`config.mk`:
```
export PLATFORM = sky130hd
export DESIGN_NAME = mem_req_ctrl
export DESIGN_NICKNAME = d
export VERILOG_FILES = /design/src/rtl/mem_req_ctrl.sv
export SDC_FILE = /design/constraint.sdc
export NUM_CORES = 1
export LEC_CHECK = 0
export BUFFER_PORTS_ARGS = -buffer_cell sky130_fd_sc_hd__buf_2
export CAP_MARGIN = 10
export CORE_UTILIZATION = 35
export CTS_BUF_LIST = sky130_fd_sc_hd__clkbuf_4 sky130_fd_sc_hd__clkbuf_8 sky130_fd_sc_hd__clkbuf_16
export DETAILED_ROUTE_END_ITERATION = 10
export SLEW_MARGIN = 20
export SYNTH_ARGS = -nofsm -noshare
export SYNTH_HDL_FRONTEND = slang
export SYNTH_SLANG_ARGS = --single-unit
export TNS_END_PERCENT = 30
```
`constraint.sdc`:
```
create_clock -name clk -period 2.28 [get_ports clk]
set_input_delay 0 -clock clk [delete_from_list [all_inputs] [get_ports clk]]
set_output_delay 0 -clock clk [all_outputs]
set_load 0.05 [all_outputs]
```
`src/rtl/mem_req_ctrl.sv`:
```
// Processor-side memory request initiator: issues one load/store to the memory
// system, holds it until Done, error or timeout, then returns a one-cycle response.
module mem_req_ctrl #(
  parameter int TIMEOUT = 256,
  parameter int CNT_W   = 16
) (
  input  logic             clk,
  input  logic             rst,
  input  logic             req_valid,
  input  logic             req_wr,
  input  logic [15:0]      req_addr,
  input  logic [15:0]      req_wdata,
  output logic             pipe_stall,
  output logic             rsp_valid,
  output logic [15:0]      rsp_rdata,
  output logic             rsp_err,
  output logic [15:0]      Addr,
  output logic [15:0]      DataIn,
  output logic             Rd,
  output logic             Wr,
  input  logic [15:0]      DataOut,
  input  logic             Done,
  input  logic             Stall,
  input  logic             CacheHit,
  input  logic             err,
  output logic [CNT_W-1:0] hit_cnt,
  output logic [CNT_W-1:0] miss_cnt
);

  typedef enum logic [1:0] {
    IDLE = 2'd0,
    BUSY = 2'd1,
    RESP = 2'd2
  } state_t;

  localparam int TMR_W = $clog2(TIMEOUT + 1);
  localparam logic [TMR_W-1:0] TMR_LAST = TMR_W'(TIMEOUT - 1);

  state_t           state;
  state_t           state_nxt;
  logic [15:0]      addr_q;
  logic [15:0]      wdata_q;
  logic             wr_q;
  logic [15:0]      rdata_q;
  logic             err_q;
  logic [TMR_W-1:0] timer;
  logic             timed_out;
  logic             stall_unused;

  // Stall is purely informational: completion is decided by Done alone.
  assign stall_unused = Stall;

  assign timed_out = (state == BUSY) && !Done && (timer == TMR_LAST);

  always_ff @(posedge clk) begin
    if (rst) begin
      state <= IDLE;
    end else begin
      state <= state_nxt;
    end
  end

  always_comb begin
    state_nxt = state;
    case (state)
      IDLE: begin
        if (req_valid) begin
          state_nxt = req_addr[0] ? RESP : BUSY;
        end
      end
      BUSY: begin
        if (Done || err || timed_out) begin
          state_nxt = RESP;
        end
      end
      RESP:    state_nxt = IDLE;
      default: state_nxt = IDLE;
    endcase
  end

  // Rd/Wr come only from the state register and the latched direction, so
  // the memory-side strobes never see a combinational path from Done.
  always_comb begin
    pipe_stall = ((state == IDLE) && req_valid) || (state == BUSY);
    Rd         = (state == BUSY) && !wr_q;
    Wr         = (state == BUSY) && wr_q;
    rsp_valid  = (state == RESP);
    rsp_err    = (state == RESP) && err_q;
    rsp_rdata  = (state == RESP) ? rdata_q : 16'h0000;
  end

  assign Addr   = addr_q;
  assign DataIn = wdata_q;

  always_ff @(posedge clk) begin
    if (rst) begin
      addr_q  <= 16'h0000;
      wdata_q <= 16'h0000;
      wr_q    <= 1'b0;
      rdata_q <= 16'h0000;
      err_q   <= 1'b0;
      timer   <= '0;
    end else begin
      case (state)
        IDLE: begin
          if (req_valid && !req_addr[0]) begin
            addr_q  <= req_addr;
            wdata_q <= req_wdata;
            wr_q    <= req_wr;
            rdata_q <= 16'h0000;
            err_q   <= 1'b0;
            timer   <= '0;
          end else if (req_valid) begin
            rdata_q <= 16'h0000;
            err_q   <= 1'b1;
          end
        end
        BUSY: begin
          if (Done) begin
            rdata_q <= wr_q ? 16'h0000 : DataOut;
            err_q   <= err;
          end else if (err || timed_out) begin
            err_q   <= 1'b1;
          end else begin
            timer   <= timer + 1'b1;
          end
        end
        default: begin
        end
      endcase
    end
  end

  // Statistics only count completions seen in BUSY and stick at all-ones.
  always_ff @(posedge clk) begin
    if (rst) begin
      hit_cnt  <= '0;
      miss_cnt <= '0;
    end else if ((state == BUSY) && Done) begin
      if (CacheHit) begin
        if (hit_cnt != {CNT_W{1'b1}}) hit_cnt <= hit_cnt + 1'b1;
      end else begin
        if (miss_cnt != {CNT_W{1'b1}}) miss_cnt <= miss_cnt + 1'b1;
      end
    end
  end

endmodule

```
==> metrics.md, run 1 <==
| Metric | Value |
|---|---|
| Tcrit/Tclk final | 98.7% |
| Static leakage | 2.53 nW |
| Pre-antenna DRT Iters | 4 |
| H-Tree Depth | 3 |
| Post-synthesis cell type count | 48 |
| Slew margin rel. | 51.7% |
| Nets | 750 |
| Critical path required time | 2550 ps |
| Vias in the first global route | 3556 |
| Mean number of vias per cell | 4.83 |
| # diodes | 0 |
| # rows | 39 |
| Layout cells sized above 1 | 30.1% |
| Total GRT Usage | 17.4% |
| Status | finished, final reports clean |
| PnR worst setup slack | 28.9 ps |
| Worst path cell trace | ha_4 > and3_4 > and3_4 > and3_4 > ha_4 > nor4b_4 > nand2_2 > or3b_1 > a21oi_2 |
| Die ar. | 12100 sq um |
| Placed inst area | 4990 sq um |
| Crit path max-delay family | simple AND/OR/NAND/NOR gates |
| Top-area cell type share of the netlist area | 45.7% |
| Seq cells post-synth | 93 |
| Pin count of the biggest net entering global routing | 42 |
| Synth Instances | 494 |
| Seq/Total Area, Yosys | 45.7% |
| Worst skew pair latency | 340 ps |
| Max Clk Rate | 444 MHz |
| DRC viols | 0 |
| WP buf/inv | 0 |
| Final GP Congestion | 0.795 |
| Post-synth EDFFs | 0 |
| Chip height | 110 microns |
| Grt ovf | 0 |
| Wire length per cell | 12.8 microns |
| Cells after DPL | 767 |
| Horiz. Die Dim | 110 microns |
| Setup Slack @ Placement | -68.7 ps |
| Routed Wire Length | 10.7 mm |
| CP dominant cell by count | and3_4 |
| IO buf count | 139 |
| Synth Area per Inst | 8.24 sq um |
| Setup TNS Final | 0 ps |
| Synth cell count leaders | nand2_1 (95), dfxtp_1 (93), a21oi_1 (61), nor2_1 (49), nand3_1 (25) |
| Slowest CP cell | or3b_1 |
| Number of max-cap violations | 0 |
| Count leader, synth | nand2_1 |
| Hold Fails Final Rpt | 0 |
| Overall Power | 3.73 mW |
| Final Hold Slack | 79.3 ps |
| Slowest stage delay, CP | 400 ps |
| Initial antenna violation count | 0 |
| Largest area contributor in the netlist | dfxtp_1 |
| HPWL Detailed | 7.20 mm |
| Max-slew violations | 0 |
| Area contributors post-synth | dfxtp_1 (46%), nand2_1 (8.8%), a21oi_1 (7.5%), nor2_1 (4.5%), xnor2_1 (3.2%) |
| Via count | 4043 |
| Clock transition at path regs | 60 ps |
| WS Path Type | reg -> reg |
| Slew of the pin with the lowest slew margin | 725 ps |
| Crit-path max FO | 5 |
| Fin area | 5900 sq um |
| Syn nets | 554 |
| Pwr Density | 631 nW/um^2 |
| Core area | 11400 sq um |
| Mapped Area | 4070 sq um |
| Asr flop ratio synth | 0% |
| HP Class | in -> reg |
| CP endpoint kind | flip-flop |
| Startpoint type of the worst setup path | flip-flop |
| CTS tree | done |
| Crit path DAT | 2520 ps |
| Layout Skew | 6.15 ps |
| First-pass GRT wire length | 16.2 mm |
| RSZ-0062 raised after global routing | true |
| Main synth FF type | dfxtp_1 |
| Initial Util | 35.8% |
| Antenna-violating nets left | 0 |
| Fin crit period | 2250 ps |
| Final setup viols | 0 |
| Synth warnings | 0 |
| Syn-to-layout area delta | 45.0% |
| Post-layout util | 51.9% |
| Clock root buffer | clkbuf_16 |
| # IOs | 141 |
| Max VDD drop | 0.386 mV |
| Layout Cells excl Fill | 837 |
| TritonCTS Sinks | 93 |
| DRT iter0 DRCs | 140 |
| CTS buffer count | 9 |
| CTS max path bufs | 2 |
==> layout by cell type (no fill, tap or decap), drive strengths merged <==
cell type	synthesis	final
clkinvlp	0	1
nand3	25	25
nor2	49	49
clkbuf	23	11
nor2b	3	3
nand2	95	95
inv	6	6
or3	3	3
a21oi	61	61
ha	4	4
dlygate4sd3	0	48
mux2i	2	2
or2	2	2
nor4	10	10
o211ai	1	1
nor4b	3	3
nand2b	1	1
a31oi	1	1
clkinv	0	1
nand4bb	1	1
nand4b	4	4
dfxtp	93	93
nor3b	3	3
and3	8	8
a311o	1	1
nand3b	1	1
nor3	12	12
buf	5	165
o2111ai	1	1
and2	18	18
mux2	1	1
nand4	11	11
and4	1	1
or3b	2	2
xnor2	15	15
xor2	11	11
or4	2	2
o21ai	15	15
bufinv	0	2
==> state kept, by name, summed over array words and instances, names as in the netlist <==
name and cells:
Addr 16, DataIn 16, hit_cnt 16, miss_cnt 16, rdata_q 16, timer 9, state 2, err_q 1
wr_q 1
==> worst register-to-register path: cells and delay by family (launching register included) <==
family	cells	cell delay, ps
AO/OA/AOI/OAI	1	160
flip-flops	1	340
AND/OR/NAND/NOR	6	1380
adder cells (fa/ha/maj)	2	300
==> report_power, final <==
part	leakage (nW)	switching [mW]	internal [mW]
combinational	1.62	0.280	0.168
clock	0.155	0.604	0.995
sequential	0.754	0.0180	1.66
==> cells by family after synthesis <==
logic type	Yosys count	share of synthesized area, %
xor gates and xnor gates	26	5.59
adders and majority gates	4	1.23
buffers and inverters	34	3.44
AOI/OAI and AO/OA	80	10.5
muxes	3	0.769
and+or+nand+nor	254	32.7
DFF	93	45.7
==> path summary, 6_finish.rpt <==
| kind | from | slack [ps] | cells after the start | end |
|---|---|---|---|---|
| min reg2reg | rdata_q[1] | 450 | 2 | rdata_q[1] |
| max reg2reg | timer[0] | 30 | 9 | timer[6] |
| max | timer[0] | 30 | 9 | timer[6] |
| min | req_addr[0] | 80 | 3 | state[1] |
==> timing repair <==
action,4_1_cts,5_1_grt
buffers inserted,4,3
hold buffers,48,0
hold endpoints to repair,48,0
endpoints found under the setup margin,9,10
pin swaps,6,7
gates resized for setup,6,7
==> final cells by class <==
class                   count  area (sq um)
clock buffers              11           246
well taps                 143           179
fillers                  1083          5470
inverters                   6          22.5
multi-input cells         367          2130
repair buffers            213          1380
flip-flops and latches     93          1860
clock inverters             4          72.6
==> layer usage <==
metal | global-route usage [%] | wire [microns] | vias to the layer above
li1 | - | - | 2071
met1 | 20.3 | 4890 | 1856
met4 | 8.19 | 162 | 0
met2 | 30.1 | 5070 | 106
met3 | 3.73 | 619 | 10
met5 | 0 | 0 | -
No activity file was read; power rests on OpenSTA's default activity.
==> run 2: changes to the inputs <==
--- a/config.mk
+++ b/config.mk
@@ -10,6 +10,7 @@
 export CORE_UTILIZATION = 35
 export CTS_BUF_LIST = sky130_fd_sc_hd__clkbuf_4 sky130_fd_sc_hd__clkbuf_8 sky130_fd_sc_hd__clkbuf_16
 export DETAILED_ROUTE_END_ITERATION = 10
+export REMOVE_ABC_BUFFERS = 1
 export SLEW_MARGIN = 20
 export SYNTH_ARGS = -nofsm -noshare
 export SYNTH_HDL_FRONTEND = slang
==> metrics.md, run 2 (same netlist as run 1, synthesis figures left out) <==
| Metric | Value |
|---|---|
| Number of max-cap violations | 0 (unchanged) |
| Mean number of vias per cell | 4.90 (was 4.83) |
| Clock root buffer | clkbuf_16 (unchanged) |
| Syn-to-layout area delta | 45.2% (was 45.0%) |
| Critical path required time | 2490 ps (was 2550 ps) |
| TritonCTS Sinks | 93 (unchanged) |
| Grt ovf | 0 (unchanged) |
| # IOs | 141 (unchanged) |
| Final GP Congestion | 0.769 (was 0.795) |
| Horiz. Die Dim | 110 microns (unchanged) |
| Overall Power | 3.82 mW (was 3.73 mW) |
| Hold Path Depth | 3 (unchanged) |
| WS Path Type | reg -> reg (unchanged) |
| First-pass GRT wire length | 17.4 mm (was 16.2 mm) |
| HPWL Detailed | 7.03 mm (was 7.20 mm) |
| Core area | 11400 sq um (unchanged) |
| Crit-path max FO | 7 (was 5) |
| Fin area | 5910 sq um (was 5900 sq um) |
| Vias in the first global route | 3811 (was 3556) |
| Pin count of the biggest net entering global routing | 46 (was 42) |
| Layout cells sized above 1 | 29.7% (was 30.1%) |
| Placed inst area | 4990 sq um (about the same) |
| H-Tree Depth | 3 (unchanged) |
| Initial antenna violation count | 0 (unchanged) |
| Worst skew pair latency | 330 ps (was 340 ps) |
| Final setup viols | 0 (unchanged) |
| Via count | 4100 (was 4043) |
| Static leakage | 2.53 nW (about the same) |
| Nets | 749 (was 750) |
| Pwr Density | 646 nW/um^2 (was 631 nW/um^2) |
| PnR worst setup slack | 59.2 ps (was 28.9 ps) |
| Die ar. | 12100 sq um (unchanged) |
| CTS tree | done (unchanged) |
| Crit path DAT | 2440 ps (was 2520 ps) |
| Slew margin rel. | 30.2% (was 51.7%) |
| Layout Skew | 4.33 ps (was 6.15 ps) |
| Initial Util | 35.8% (unchanged) |
| Status | finished, final reports clean (unchanged) |
| Hold Fails Final Rpt | 0 (unchanged) |
| Wire length per cell | 13.1 microns (was 12.8 microns) |
| DRC viols | 0 (unchanged) |
| CTS buffer count | 9 (unchanged) |
| Clock transition at path regs | 70 ps (was 60 ps) |
| # diodes | 0 (unchanged) |
| Setup Slack @ Placement | -82.3 ps (was -68.7 ps) |
| Chip height | 110 microns (unchanged) |
| Antenna-violating nets left | 0 (unchanged) |
| # rows | 39 (unchanged) |
| HP Class | in -> reg (unchanged) |
| Max Clk Rate | 450 MHz (was 444 MHz) |
| Worst r2r path cells | 11 (was 9) |
| Routed Wire Length | 11.0 mm (was 10.7 mm) |
| CTS max path bufs | 2 (unchanged) |
| Pre-antenna DRT Iters | 5 (was 4) |
| DRT iter0 DRCs | 182 (was 140) |
| RSZ-0062 raised after global routing | true (unchanged) |
| Fin crit period | 2220 ps (was 2250 ps) |
| Startpoint type of the worst setup path | flip-flop (unchanged) |
| Max-slew violations | 0 (unchanged) |
| CP endpoint kind | flip-flop (unchanged) |
| Commonest cells after routing, fill and taps aside | buf_2 (139), nand2_1 (94), dfxtp_1 (91), a21oi_1 (60), nor2_1 (49) (was buf_2 (139), nand2_1 (94), dfxtp_1 (91), a21oi_1 (58)) |
| Setup TNS Final | 0 ps (unchanged) |
| Commonest non-fill, non-tap cell in the layout | buf_2 (unchanged) |
| Tcrit/Tclk final | 97.4% (was 98.7%) |
| Total GRT Usage | 18.3% (was 17.4%) |
| Slew of the pin with the lowest slew margin | 1040 ps (was 725 ps) |
| Max VDD drop | 0.317 mV (was 0.386 mV) |
| IO buf count | 139 (unchanged) |
-- run 2: worst max-delay path, cell delays in order (launching register included) --
cell	delay, ps
dfxtp_2	340
ha_4	160
and3_4	170
and3_4	170
and3_4	180
ha_4	150
nor4b_4	290
buf_4	180
a21oi_4	80
buf_6	150
o21ai_1	140
a21oi_1	80
-- run 2: power breakdown --
part | internal (mW) | switching, mW | total, mW
Sequential | 1.66 | 0.0235 | 1.68
Combinational | 0.165 | 0.275 | 0.441
Clock | 1.08 | 0.615 | 1.69
-- run 2: per-layer routing --
metal | vias to the layer above | GRT usage [%] | part of all wire, % | routed length [microns]
li1 | 2074 | - | - | -
met5 | - | 0 | 0 | 0
met3 | 14 | 3.68 | 5.1 | 559
met2 | 112 | 31.8 | 49 | 5400
met1 | 1900 | 22.3 | 44 | 4840
met4 | 0 | 6.67 | 1.4 | 152
-- run 2: stage by stage --
step	utilization, %	cells	hold WS [ps]
6_report	52.0	837	67.2
4_1_cts	51.4	835	45.6
3_3_place_gp	43.9	769	240
2_1_floorplan	-	466	69.1
5_1_grt	52.0	837	75.4
3_5_place_dp	43.9	769	247
-- run 2: final cells by class --
class | count | area (sq um)
fill | 1068 | 5460
sequential | 93 | 1860
clock buffer | 13 | 280
clock inverter | 3 | 65.1
tap | 143 | 179
multi-input combinational | 367 | 2130
timing repair buffer | 212 | 1370
inverter | 6 | 22.5
-- run 2: what timing repair did --
action,in CTS,in global routing
setup buffers,2,2
setup endpoints to repair,8,10
endpoints found under the hold margin,48,0
pin swaps,3,8
gates resized for setup,4,9
hold buffers,48,0
-- run 2: path summary, 6_finish.rpt --
path	startpoint	to	slack (ps)
worst max register to register	timer[1]	timer[5]	60
worst max-delay path	timer[1]	timer[5]	60
worst min register to register	rdata_q[5]	rdata_q[5]	450
worst min-delay path	req_addr[0]	state[1]	70
